**config.mk**
```make
export PLATFORM = sky130hd
export DESIGN_NAME = fetch_unit_flat
export DESIGN_NICKNAME = d
export VERILOG_FILES = /design/src/rtl/fetch_pkg.sv /design/src/rtl/fetch_if.sv /design/src/rtl/fetch_queue.sv /design/src/rtl/fetch_unit.sv /design/src/flat_wrapper.sv
export SDC_FILE = /design/constraint.sdc
export NUM_CORES = 1
export LEC_CHECK = 0
export CAP_MARGIN = 20
export CORE_MARGIN = 10
export CORE_UTILIZATION = 41
export CTS_BUF_LIST = sky130_fd_sc_hd__clkbuf_8
export CTS_CLUSTER_SIZE = 10
export DETAILED_ROUTE_END_ITERATION = 10
export SLEW_MARGIN = 0
export SYNTH_ARGS = -nofsm -noshare
export SYNTH_HDL_FRONTEND = slang
export SYNTH_SLANG_ARGS = --single-unit
```
**constraint.sdc**
```tcl
create_clock -name clk -period 9.6 [get_ports clk]
set_input_delay 1.44 -clock clk [delete_from_list [all_inputs] [get_ports clk]]
set_output_delay 1.44 -clock clk [all_outputs]
set_load 0.05 [all_outputs]
```
**src/rtl/fetch_pkg.sv**
```systemverilog
// fetch_pkg: shared types and constants for the instruction fetch front end.
// The entry struct is sized by FETCH_XLEN / FETCH_DATA_WIDTH; fetch_unit must be
// built with matching XLEN / DATA_WIDTH values.
package fetch_pkg;

  localparam int unsigned FETCH_XLEN       = 32;
  localparam int unsigned FETCH_DATA_WIDTH = 32;

  // Byte distance between consecutive instruction words.
  localparam logic [FETCH_XLEN-1:0] PC_INCR = 32'd4;

  typedef enum logic [1:0] {
    IDLE = 2'd0,
    RUN  = 2'd1,
    HALT = 2'd2
  } fetch_state_t;

  typedef struct packed {
    logic [FETCH_DATA_WIDTH-1:0] inst;
    logic [FETCH_XLEN-1:0]       pc;
  } fetch_entry_t;

endpackage

```
**src/rtl/fetch_if.sv**
```systemverilog
// fetch_if: instruction SRAM read port, redirect request and decoder handshake.
// master = fetch_unit side, slave = memory/decoder/branch-unit side.
interface fetch_if #(
  parameter int unsigned XLEN       = 32,
  parameter int unsigned ADDR_WIDTH = 10,
  parameter int unsigned DATA_WIDTH = 32
);

  logic                  memEn;
  logic                  memR;
  logic [ADDR_WIDTH-1:0] memRAddr;
  logic [DATA_WIDTH-1:0] memData;
  logic                  redirect;
  logic [XLEN-1:0]       redirectPc;
  logic                  instValid;
  logic [DATA_WIDTH-1:0] inst;
  logic [XLEN-1:0]       instPc;
  logic                  instReady;

  modport master (
    output memEn, memR, memRAddr, instValid, inst, instPc,
    input  memData, redirect, redirectPc, instReady
  );

  modport slave (
    input  memEn, memR, memRAddr, instValid, inst, instPc,
    output memData, redirect, redirectPc, instReady
  );

endinterface

```
**src/rtl/fetch_queue.sv**
```systemverilog
// fetch_queue: prefetch FIFO of fetch_entry_t. DEPTH must be a power of two so
// the pointers wrap naturally. Flush wins over push and pop in the same cycle;
// push into a full queue is accepted only together with a pop.
module fetch_queue
  import fetch_pkg::*;
#(
  parameter int unsigned DEPTH = 4
) (
  input  logic                   clk,
  input  logic                   rst,
  input  logic                   push,
  input  fetch_entry_t           push_data,
  input  logic                   pop,
  input  logic                   flush,
  output fetch_entry_t           head,
  output logic                   empty,
  output logic                   full,
  output logic [$clog2(DEPTH):0] count
);

  localparam int unsigned PTR_W = $clog2(DEPTH);
  localparam int unsigned CNT_W = PTR_W + 1;

  fetch_entry_t     mem_q [DEPTH];
  fetch_entry_t     mem_d [DEPTH];
  logic [PTR_W-1:0] wr_ptr_q, wr_ptr_d;
  logic [PTR_W-1:0] rd_ptr_q, rd_ptr_d;
  logic [CNT_W-1:0] count_q, count_d;
  logic             do_push_s;
  logic             do_pop_s;

  assign empty     = (count_q == {CNT_W{1'b0}});
  assign full      = (count_q == CNT_W'(DEPTH));
  assign count     = count_q;
  assign head      = mem_q[rd_ptr_q];
  assign do_pop_s  = pop && !empty && !flush;
  assign do_push_s = push && !flush && (!full || do_pop_s);

  // Next-state for storage, pointers and occupancy.
  always_comb begin
    mem_d    = mem_q;
    wr_ptr_d = wr_ptr_q;
    rd_ptr_d = rd_ptr_q;
    count_d  = count_q;
    if (flush) begin
      wr_ptr_d = {PTR_W{1'b0}};
      rd_ptr_d = {PTR_W{1'b0}};
      count_d  = {CNT_W{1'b0}};
    end else begin
      if (do_push_s) begin
        mem_d[wr_ptr_q] = push_data;
        wr_ptr_d        = wr_ptr_q + PTR_W'(1);
      end else begin
        wr_ptr_d = wr_ptr_q;
      end
      if (do_pop_s) begin
        rd_ptr_d = rd_ptr_q + PTR_W'(1);
      end else begin
        rd_ptr_d = rd_ptr_q;
      end
      case ({do_push_s, do_pop_s})
        2'b10:   count_d = count_q + CNT_W'(1);
        2'b01:   count_d = count_q - CNT_W'(1);
        default: count_d = count_q;
      endcase
    end
  end

  // Queue state registers with asynchronous clear.
  always_ff @(posedge clk or posedge rst) begin
    if (rst) begin
      for (int i = 0; i < DEPTH; i++) begin
        mem_q[i] <= '0;
      end
      wr_ptr_q <= {PTR_W{1'b0}};
      rd_ptr_q <= {PTR_W{1'b0}};
      count_q  <= {CNT_W{1'b0}};
    end else begin
      mem_q    <= mem_d;
      wr_ptr_q <= wr_ptr_d;
      rd_ptr_q <= rd_ptr_d;
      count_q  <= count_d;
    end
  end

endmodule

```
**src/rtl/fetch_unit.sv**
```systemverilog
// fetch_unit: PC, one-word-per-cycle SRAM read issue, capture of the returning
// word into the prefetch queue and redirect/flush handling.
// Optional feature macro: FETCH_MISALIGN_CHECK_EN (misaligned-redirect trap to HALT).
// Issue uses a registered credit count (queued + in-flight), so instReady never
// reaches memR combinationally.
module fetch_unit
  import fetch_pkg::*;
#(
  parameter int unsigned     XLEN        = FETCH_XLEN,
  parameter int unsigned     ADDR_WIDTH  = 10,
  parameter int unsigned     DATA_WIDTH  = FETCH_DATA_WIDTH,
  parameter int unsigned     QUEUE_DEPTH = 4,
  parameter logic [XLEN-1:0] RESET_PC    = {XLEN{1'b0}}
) (
  input  logic     clk,
  input  logic     rst,
  input  logic     fetchEn,
  fetch_if.master  bus,
  output logic     misaligned
);

  localparam int unsigned CNT_W = $clog2(QUEUE_DEPTH) + 1;

  fetch_state_t          state_q, state_d;
  logic [XLEN-1:0]       pc_q, pc_d;
  logic [XLEN-1:0]       in_flight_pc_q, in_flight_pc_d;
  logic                  in_flight_q, in_flight_d;
  logic [XLEN-1:0]       redir_pc_s;
  logic                  redir_misaligned_s;
  logic                  issue_s;
  logic                  push_s;
  logic                  pop_s;
  logic                  q_empty_s;
  logic                  q_full_s;
  logic [CNT_W-1:0]      q_count_s;
  logic [CNT_W-1:0]      credit_s;
  logic [DATA_WIDTH-1:0] mem_word_s;
  fetch_entry_t          push_entry_s;
  fetch_entry_t          head_s;

`ifdef FETCH_MISALIGN_CHECK_EN
  logic misaligned_q, misaligned_d;

  assign redir_pc_s         = bus.redirectPc;
  assign redir_misaligned_s = bus.redirect && (bus.redirectPc[1:0] != 2'b00);
  assign misaligned         = misaligned_q;

  // Sticky flag: every redirect rewrites it from the target alignment.
  always_comb begin
    if (bus.redirect) begin
      misaligned_d = redir_misaligned_s;
    end else begin
      misaligned_d = misaligned_q;
    end
  end

  // Misaligned flag register.
  always_ff @(posedge clk or posedge rst) begin
    if (rst) begin
      misaligned_q <= 1'b0;
    end else begin
      misaligned_q <= misaligned_d;
    end
  end
`else
  // Without the check, redirect targets are forced word aligned.
  assign redir_pc_s         = bus.redirectPc & {{(XLEN-2){1'b1}}, 2'b00};
  assign redir_misaligned_s = 1'b0;
  assign misaligned         = 1'b0;
`endif

  // Credit covers words already queued plus the one returning from the SRAM;
  // the full-queue term is a second guard in case the credit is ever disturbed.
  assign credit_s = q_count_s + CNT_W'(in_flight_q);
  assign issue_s  = (state_q == RUN) && !bus.redirect &&
                    (credit_s < CNT_W'(QUEUE_DEPTH)) && !q_full_s;

  assign bus.memR     = issue_s;
  assign bus.memEn    = issue_s;
  assign bus.memRAddr = pc_q[ADDR_WIDTH+1:2];

  assign mem_word_s   = bus.memData;
  assign push_s       = in_flight_q && !bus.redirect;
  assign push_entry_s = '{inst: mem_word_s, pc: in_flight_pc_q};
  assign pop_s        = !q_empty_s && bus.instReady;

  assign bus.instValid = !q_empty_s;
  assign bus.inst      = head_s.inst;
  assign bus.instPc    = head_s.pc;

  fetch_queue #(
    .DEPTH (QUEUE_DEPTH)
  ) u_queue (
    .clk       (clk),
    .rst       (rst),
    .push      (push_s),
    .push_data (push_entry_s),
    .pop       (pop_s),
    .flush     (bus.redirect),
    .head      (head_s),
    .empty     (q_empty_s),
    .full      (q_full_s),
    .count     (q_count_s)
  );

  // FSM next state: misaligned redirect traps, aligned redirect leaves HALT.
  always_comb begin
    state_d = state_q;
    if (bus.redirect && redir_misaligned_s) begin
      state_d = HALT;
    end else if (bus.redirect && (state_q == HALT)) begin
      state_d = RUN;
    end else begin
      case (state_q)
        IDLE: begin
          if (fetchEn) begin
            state_d = RUN;
          end else begin
            state_d = IDLE;
          end
        end
        RUN: begin
          if (fetchEn) begin
            state_d = RUN;
          end else begin
            state_d = IDLE;
          end
        end
        HALT:    state_d = HALT;
        default: state_d = IDLE;
      endcase
    end
  end

  // PC and in-flight tracking; redirect overrides issue and drops the returning word.
  always_comb begin
    pc_d           = pc_q;
    in_flight_d    = 1'b0;
    in_flight_pc_d = in_flight_pc_q;
    if (bus.redirect) begin
      pc_d        = redir_pc_s;
      in_flight_d = 1'b0;
    end else if (issue_s) begin
      pc_d           = pc_q + PC_INCR;
      in_flight_d    = 1'b1;
      in_flight_pc_d = pc_q;
    end else begin
      pc_d        = pc_q;
      in_flight_d = 1'b0;
    end
  end

  // Fetch control registers with asynchronous clear.
  always_ff @(posedge clk or posedge rst) begin
    if (rst) begin
      state_q        <= IDLE;
      pc_q           <= RESET_PC;
      in_flight_q    <= 1'b0;
      in_flight_pc_q <= {XLEN{1'b0}};
    end else begin
      state_q        <= state_d;
      pc_q           <= pc_d;
      in_flight_q    <= in_flight_d;
      in_flight_pc_q <= in_flight_pc_d;
    end
  end

endmodule

```
**src/flat_wrapper.sv**
```systemverilog
// flat-port wrapper written by rule: the top's interface ports become plain ports
module fetch_unit_flat import fetch_pkg::*;
#(
  parameter int unsigned     XLEN        = FETCH_XLEN,
  parameter int unsigned     ADDR_WIDTH  = 10,
  parameter int unsigned     DATA_WIDTH  = FETCH_DATA_WIDTH,
  parameter int unsigned     QUEUE_DEPTH = 4,
  parameter logic [XLEN-1:0] RESET_PC    = {XLEN{1'b0}}
)
  (clk, rst, fetchEn, misaligned, bus_memEn, bus_memR, bus_memRAddr, bus_instValid, bus_inst, bus_instPc, bus_memData, bus_redirect, bus_redirectPc, bus_instReady);
  fetch_if #(.XLEN(XLEN), .ADDR_WIDTH(ADDR_WIDTH), .DATA_WIDTH(DATA_WIDTH)) bus_i ();
  input  logic clk;
  input  logic rst;
  input  logic fetchEn;
  output logic misaligned;
  output wire logic [$bits(bus_i.memEn)-1:0] bus_memEn;
  output wire logic [$bits(bus_i.memR)-1:0] bus_memR;
  output wire logic [$bits(bus_i.memRAddr)-1:0] bus_memRAddr;
  output wire logic [$bits(bus_i.instValid)-1:0] bus_instValid;
  output wire logic [$bits(bus_i.inst)-1:0] bus_inst;
  output wire logic [$bits(bus_i.instPc)-1:0] bus_instPc;
  input wire logic [$bits(bus_i.memData)-1:0] bus_memData;
  input wire logic [$bits(bus_i.redirect)-1:0] bus_redirect;
  input wire logic [$bits(bus_i.redirectPc)-1:0] bus_redirectPc;
  input wire logic [$bits(bus_i.instReady)-1:0] bus_instReady;
  assign bus_memEn = bus_i.memEn;
  assign bus_memR = bus_i.memR;
  assign bus_memRAddr = bus_i.memRAddr;
  assign bus_instValid = bus_i.instValid;
  assign bus_inst = bus_i.inst;
  assign bus_instPc = bus_i.instPc;
  assign bus_i.memData = bus_memData;
  assign bus_i.redirect = bus_redirect;
  assign bus_i.redirectPc = bus_redirectPc;
  assign bus_i.instReady = bus_instReady;
  fetch_unit #(.XLEN(XLEN), .ADDR_WIDTH(ADDR_WIDTH), .DATA_WIDTH(DATA_WIDTH), .QUEUE_DEPTH(QUEUE_DEPTH), .RESET_PC(RESET_PC)) u_core (.clk(clk), .rst(rst), .fetchEn(fetchEn), .bus(bus_i), .misaligned(misaligned));
endmodule
```
==> impl_metrics.toml, run 1 <==
[status]
status = "finished clean"

[synth]
synth.distinct_cells = 49
ys_warn_count = 0
avgSynthCellArea_um2 = 15.1
ys_async_sr_fraction = 1.00
synth_seq_area_share = 0.558
syn_area_um2 = 14200
synth_edf_count = 0
synthFlopType = "dfrtp_1"
synth-seq-cells = 318
netlist_instances = 946

[final_layout]
design.final.nets = 1164
fin_util = 0.496
antenna_cells = 0
fin_area_um2 = 17100
area_growth_pct = 20.0
layout.cells.non_filler = 1589
drive_above_1_share = 0.394

[routing]
drt_iter0_markers = 312
drt_pre_antenna_iters = 5
drc = 0
wl_um = 31800
vias = 8432
ant_nets = 0
vias_per_cell = 5.31
wl_per_cell_um = 20.0

[floorplanning]
die_w_um = 206
start_util = 0.414
die_area_um2 = 42600
die_h_um = 206
pin_count = 147
core_region_area_um2 = 34500
num_rows = 68

[grt]
grt_use_met3 = 0.0387
grt_util_met1 = 0.213
grt.busiest_layer = "met2"
grt_pass1_vias = 9027
antenna_found_initial = 0
grt_pass1_wl_um = 51900
grt_usage = 0.154
met2_usage = 0.233
grt_max_degree = 173
grt.overflow.total = 0

[power]
power.leakage_nw = 7.60
powerDensity_nw_per_um2 = 251
ir_drop_mv = 0.149

[worst_setup_path]
crit_buf_inv = 2
crit_fanout = 38
cp_cell_sequence = "buf_4, mux4_2, clkdlybuf4s50_1"
worst_path_largest_cell_delay_ps = 830
crit_arrival_ps = 3650
critPathLaunchType = "register"
timing.rr.end = "u_core.in_flight_pc_q[7]"
cp.required_ps = 8160
critical_path_class = "register to output pin"
cp-end-kind = "output pin"
r2r_start = "u_core.in_flight_q"
critPathSlowestCell = "dfrtp_4"
crit_family = "buffers and inverters"
rrSetupSlack_ps = 6640
worstRegToRegCells = 5

[clocking]
cts_setup_buffers = 0
cts-root-buf = "clkbuf_8"
cts.sinks = 318
clock_path_buffers = 3
cts_tree = "yes"
hold_buffers = 0
clk_latency_ps = 650
cts.repair.resized = 0
htree_levels = 2
clk_pin_slew_worst_paths_ps = 60
cts_made_buffers = 55

[place]
dp.cells = 1486
place_hpwl_um = 18900
io_buffers = 141
place.gp.congestion = 0.749
detailed_place.area_um2 = 16000

[sta]
tns_ps = 0
fmax_mhz = 197
drv_slew = 0
tightest_slew_ps = 1130
min_period_ps = 5090
setup_viol = 0
hold_viol_final = 0
min_period_over_period = 0.530
clock_skew_ps = 46.2
holdWs_ps = 478
rsz0062_at_grt = "false"
slew_headroom = 0.248

[min_path]
min_from = "u_core.state_q[0]"
holdPathStages = 1
hp-class = "register to register"
hold_path_end = "u_core.state_q[1]"

[flow_run]
maxCapViolCount = 0
through the flow:
stage	total power [mW]	setup WS, ps
4_1_cts	4.36	4350
6_report	4.29	4510
5_1_grt	4.52	4240
3_3_place_gp	3.11	5010
2_1_floorplan	2.74	3920
3_5_place_dp	3.14	5000
layer usage:
metal  up-vias  part of all wire
met5         -                 0
met4         0             0.018
met3        46             0.061
met2       183              0.46
met1      4414              0.46
li1       3789                 -
registers in the layout, summed over array words and instances, names as in the netlist:
register                 cells
u_core.in_flight_pc_q       30
u_core.pc_q                 30
u_core.u_queue.wr_ptr_q      2
u_core.u_queue.rd_ptr_q      2
u_core.u_queue.count         3
u_core.u_queue.mem_q       248
u_core.state_q               2
u_core.in_flight_q           1
power by group:
group          internal [mW]  switching, mW
Sequential              1.63          0.181
Clock                  0.633          0.561
Combinational          0.588          0.694
Total                   2.85           1.44
kinds of logic after synthesis:
logic type / Yosys count / synth area share
AOI/OAI and AO/OA: 54 / 0.0225
xor gates and xnor gates: 22 / 0.0148
adders and majority gates: 6 / 0.00580
buffers and inverters: 74 / 0.0310
DFF: 318 / 0.558
muxes: 343 / 0.320
other: 1 / 0.000263
and+or+nand+nor: 128 / 0.0473
cells in the mapped netlist (all sizes together), types with 3 or more instances:
| master | n | area, um2 |
|---|---|---|
| dfrtp | 318 | 7960 |
| mux2 | 279 | 3140 |
| mux4 | 62 | 1400 |
| buf | 50 | 352 |
| nand2 | 35 | 134 |
| nor2 | 29 | 111 |
| o21ai | 26 | 130 |
| clkbuf | 17 | 63.8 |
| xor2 | 17 | 149 |
| nand4 | 16 | 106 |
| nand3 | 15 | 85.1 |
| a31oi | 14 | 87.6 |
| and3 | 6 | 38.8 |
| inv | 6 | 22.5 |
| o31ai | 6 | 45.0 |
| or3 | 6 | 37.5 |
| or4 | 6 | 45.0 |
| ha | 5 | 62.6 |
| xnor2 | 5 | 62.6 |
| nand2b | 3 | 18.8 |
| nor3 | 3 | 20.0 |
| nor3b | 3 | 38.8 |
cells in the final DEF, fill, tap and decap left out, types with 2 or more instances in the layout:
cell / Yosys / final
o21ai_0: 26 / 26
nand3_2: 2 / 2
mux4_2: 62 / 62
mux2_2: 279 / 279
or4_1: 6 / 6
mux2i_1: 2 / 2
inv_6: 0 / 2
inv_1: 5 / 29
nand2b_1: 3 / 3
nor3_1: 2 / 2
o211ai_1: 2 / 2
nand4_1: 15 / 15
buf_16: 0 / 3
and2_1: 2 / 2
dfrtp_1: 318 / 316
nor2_1: 28 / 28
a31oi_1: 14 / 14
or3_1: 6 / 6
nand2_1: 34 / 30
clkinv_2: 0 / 7
and3_1: 5 / 5
conb_1: 1 / 3
a21oi_1: 2 / 2
nand2_4: 0 / 4
o31ai_1: 6 / 6
xnor2_1: 4 / 4
xor2_1: 17 / 17
ha_1: 5 / 5
clkbuf_8: 0 / 67
buf_4: 41 / 6
dfrtp_4: 0 / 2
clkdlybuf4s50_1: 0 / 141
nand3_1: 13 / 13
worst max path at each step:
stage | startpoint | endpoint | slack [ps] | depth (start not counted)
finish | u_core.u_queue.rd_ptr_q[0] | bus_inst[15] | 4510 | 3
global route | u_core.u_queue.rd_ptr_q[0] | bus_instPc[29] | 4240 | 3
CTS | u_core.u_queue.rd_ptr_q[0] | bus_instPc[30] | 4350 | 3
detailed placement | bus_redirect | bus_memEn | 5000 | 4
global placement | bus_redirect | bus_memEn | 5010 | 4
floorplan | rst | u_core.in_flight_pc_q[10] | 3920 | 1
worst reg2reg max path: cells and delay by family (launching register included):
family | cells | cell delay [ps]
flops | 1 | 560
simple gates | 3 | 1320
mux | 1 | 430
xor+xnor | 1 | 520
area by class of cell:
| cell class | count | area [um2] |
|---|---|---|
| Sequential cell | 318 | 7970 |
| Fill cell | 3058 | 17400 |
| Timing Repair Buffer | 151 | 1560 |
| Clock inverter | 35 | 158 |
| Tap cell | 455 | 569 |
| Inverter | 7 | 30.0 |
| Multi-Input combinational cell | 556 | 5890 |
| Clock buffer | 67 | 922 |
Power figures use the tool's default switching activity.
==> inputs of run 2 (changes only) <==
clock period = 5 ns   (was 9.6 ns; I/O delays follow)
==> impl_metrics.toml, run 2 (synthesis results as in run 1) <==
[grt]
antenna_found_initial = 0
grt_pass1_vias = 8949
grt.overflow.total = 0
grt_pass1_wl_um = 51600
grt_max_degree = 138
grt_usage = 0.153

[final_layout]
layout_commonest_cell = "dfrtp_1"
antenna_cells = 0
design.final.nets = 1165
largest-register = "u_core.u_queue.mem_q"
reg_top3 = "u_core.u_queue.mem_q: 248 flops, u_core.in_flight_pc_q: 30 flops, u_core.pc_q: 30 flops"
drive_above_1_share = 0.394
largest_reg_flops = 248
layout_common_cells = "dfrtp_1 (316), mux2_2 (279), clkdlybuf4s50_1 (141), clkbuf_8 (67), mux4_2 (62)"
area_growth_pct = 19.9

[place]
place_ws_ps = 1280
place_hpwl_um = 19000
place.gp.congestion = 0.768
io_buffers = 141

[clocking]
cts_tree = "yes"
clk_latency_ps = 610
cts_made_buffers = 54
htree_levels = 2
clock_path_buffers = 3
clk_pin_slew_worst_paths_ps = 70
cts.sinks = 318
cts_setup_buffers = 0
cts.repair.resized = 0
hold_buffers = 0
cts-root-buf = "clkbuf_8"

[floorplanning]
core_region_area_um2 = 34500
die_w_um = 206
pin_count = 147
die_area_um2 = 42600
die_h_um = 206
num_rows = 68
start_util = 0.414

[power]
power.leakage_nw = 7.58
ir_drop_mv = 0.291
powerDensity_nw_per_um2 = 480

[status]
status = "finished clean"

[worst_setup_path]
critical_path_class = "register to output pin"
crit_fanout = 36
worstRegToRegCells = 5
cp-end-kind = "output pin"
crit_arrival_ps = 3210
critPathLaunchType = "register"
cp.required_ps = 4250

[min_path]
hp-class = "register to register"
holdPathStages = 1

[sta]
min_period_over_period = 0.791
tns_ps = 0
clock_skew_ps = 26.1
min_period_ps = 3960
fmax_mhz = 253
tightest_slew_ps = 1100
slew_headroom = 0.267
setup_ws_ps = 1040
drv_slew = 0
hold_viol_final = 0
rsz0062_at_grt = "false"
setup_viol = 0

[flow_run]
maxCapViolCount = 0

[routing]
vias = 8349
drc = 0
drt_iter0_markers = 380
ant_nets = 0
wl_per_cell_um = 20.1
wl_um = 31800
vias_per_cell = 5.26
drt_pre_antenna_iters = 4
[run 2: worst paths after layout]
kind                                                 start                         to  slack, ps
max in group asynchronous                              rst  u_core.u_queue.mem_q[163]       3360
worst min-delay path                     u_core.state_q[0]          u_core.state_q[1]        460
min in group asynchronous                              rst   u_core.in_flight_pc_q[8]        570
worst min register to register           u_core.state_q[0]          u_core.state_q[1]        460
worst max register to register          u_core.in_flight_q   u_core.in_flight_pc_q[3]       2090
worst max-delay path            u_core.u_queue.rd_ptr_q[0]               bus_inst[29]       1040
[run 2: per-stage QoR]
stage | hold WS (ps) | area (um2) | instances | util | power [mW]
after floorplan | 436 | 14300 | 948 | - | 5.27
after global placement | 453 | 16000 | 1487 | 0.464 | 5.99
after detailed placement | 479 | 16000 | 1487 | 0.464 | 6.04
after CTS | 458 | 17000 | 1585 | 0.494 | 8.35
after global routing | 506 | 17100 | 1587 | 0.496 | 8.65
final | 464 | 17100 | 1587 | 0.496 | 8.21
[run 2: routing by layer]
layer | GRT usage | part of all wire | vias to the layer above
li1 | - | - | 3783
met1 | 0.215 | 0.47 | 4316
met2 | 0.231 | 0.45 | 194
met3 | 0.0365 | 0.062 | 56
met4 | 0.0451 | 0.020 | 0
met5 | 0 | 0 | -
[run 2: power breakdown]
group	internal, mW	switching (mW)	leakage [nW]
registers	3.13	0.362	4.07
logic	1.14	1.33	2.88
clock network	1.20	1.04	0.630
[run 2: layout make-up]
class	count	area [um2]
multi-input combinational	556	5890
timing repair buffer	153	1580
clock buffer	67	922
tap	455	569
clock inverter	31	134
sequential	318	7970
inverter	7	30.0
fill	3031	17400
[run 2: worst max-delay path, cell delays in order (launching register included)]
cell and delay [ps]:
dfrtp_4 980, buf_4 360, mux4_2 540, clkdlybuf4s50_1 720
==> inputs of run 3 (changes only) <==
clock period = 4.03 ns   (was 5 ns; I/O delays follow)
==> impl_metrics.toml, run 3 (synthesis results as in run 1) <==
[status]
status = "finished clean"

[floorplanning]
pin_count = 147
die_h_um = 206
num_rows = 68
core_region_area_um2 = 34500
die_area_um2 = 42600
start_util = 0.414
die_w_um = 206

[sta]
slew_headroom = 0.492
tns_ps = 0
drv_slew = 0
rsz0062_at_grt = "false"
setup_viol = 0
min_period_over_period = 0.898
min_period_ps = 3620
clock_skew_ps = 30.0
fmax_mhz = 276
tightest_slew_ps = 757
setup_ws_ps = 413
hold_viol_final = 0

[routing]
vias_per_cell = 5.27
drt_iter0_markers = 413
ant_nets = 0
drc = 0
vias = 8428
wl_per_cell_um = 20.0
wl_um = 32000
drt_pre_antenna_iters = 4

[grt]
grt.overflow.total = 0
grt_max_degree = 83
antenna_found_initial = 0
grt_pass1_vias = 9000
grt_usage = 0.153
grt_pass1_wl_um = 51800

[worst_setup_path]
cp.required_ps = 3430
rrSetupSlack_ps = 1330
worstRegToRegCells = 7
critical_path_class = "register to output pin"
crit_fanout = 19
worst_path_largest_cell_delay_ps = 830
crit_arrival_ps = 3010
critPathSlowestCell = "clkdlybuf4s50_1"
critPathLaunchType = "register"
timing.rr.end = "u_core.in_flight_pc_q[29]"
cp_cell_sequence = "nand3_2, xnor2_4, buf_4, nand2_2, nor2_1, clkdlybuf4s50_1"
crit_family = "buffers and inverters"
crit_buf_inv = 2
r2r_start = "u_core.in_flight_q"
cp-end-kind = "output pin"

[final_layout]
largest_reg_flops = 248
n_fill_cell = 3033
design.final.nets = 1181
largest-register = "u_core.u_queue.mem_q"
drive_above_1_share = 0.406
layout_commonest_cell = "dfrtp_1"
reg_top3 = "u_core.u_queue.mem_q: 248 flops, u_core.in_flight_pc_q: 30 flops, u_core.pc_q: 30 flops"
antenna_cells = 0
layout_common_cells = "dfrtp_1 (316), mux2_2 (279), clkdlybuf4s50_1 (141), clkbuf_8 (74), mux4_2 (62)"
area_growth_pct = 21.4

[power]
total_power_mw = 10.3
powerDensity_nw_per_um2 = 597
power.leakage_nw = 7.67
ir_drop_mv = 0.336

[place]
place.gp.congestion = 0.753
place_ws_ps = 665
io_buffers = 141
place_hpwl_um = 21100

[clocking]
htree_levels = 2
clock_path_buffers = 3
cts.repair.resized = 0
hold_buffers = 0
clk_pin_slew_worst_paths_ps = 60
cts_made_buffers = 56
cts-root-buf = "clkbuf_8"
cts.sinks = 318
cts_tree = "yes"
clk_latency_ps = 610
cts_setup_buffers = 0

[min_path]
hp-class = "primary input to async pin"

[flow_run]
maxCapViolCount = 0
run 3: area by class of cell:
cell class | instances | area (um2) | share of cell area
well taps | 455 | 569 | 0.0329
flip-flops and latches | 318 | 7970 | 0.460
repair buffers | 167 | 1720 | 0.0994
multi-input cells | 556 | 5890 | 0.341
inverters | 7 | 30.0 | 0.00174
clock buffers | 74 | 1020 | 0.0589
clock inverters | 22 | 108 | 0.00622
run 3: worst register-to-register path, cell delays in order, from the launching register on:
cell	delay, ps
dfrtp_1	570
nand3_2	190
xnor2_4	160
buf_4	270
nand2_2	210
nor2_4	440
buf_4	370
mux2_2	370
run 3: where the power goes:
group	switching (mW)	total (mW)	internal, mW
Sequential	0.425	4.31	3.89
Combinational	1.67	3.09	1.42
Clock	1.30	2.93	1.63
Total	3.40	10.3	6.94
run 3: worst max-delay path by stage:
stage	cells after the start	startpoint	to
final	6	u_core.in_flight_q	bus_memEn
after global routing	6	u_core.in_flight_q	bus_memEn
after global placement	6	bus_instReady	u_core.u_queue.mem_q[148]
after detailed placement	6	bus_instReady	u_core.u_queue.mem_q[187]
after floorplan	1	rst	u_core.in_flight_pc_q[10]
after CTS	6	u_core.in_flight_q	bus_memEn
run 3: metrics by stage:
stage / cells / util / hold slack (ps) / instance area (um2)
after floorplan: 948 / - / 436 / 14300
after global placement: 1503 / 0.469 / 453 / 16200
after detailed placement: 1503 / 0.469 / 462 / 16200
after CTS: 1599 / 0.502 / 325 / 17300
after global routing: 1599 / 0.502 / 346 / 17300
final: 1599 / 0.502 / 359 / 17300
run 3: per-layer routing:
| layer | track usage | share of wire | wire (um) | vias up |
|---|---|---|---|---|
| met5 | 0 | 0 | 0 | - |
| met4 | 0.0375 | 0.016 | 505 | 0 |
| met3 | 0.0412 | 0.064 | 2050 | 49 |
| met2 | 0.231 | 0.45 | 14400 | 196 |
| met1 | 0.215 | 0.47 | 15000 | 4370 |
| li1 | - | - | - | 3813 |
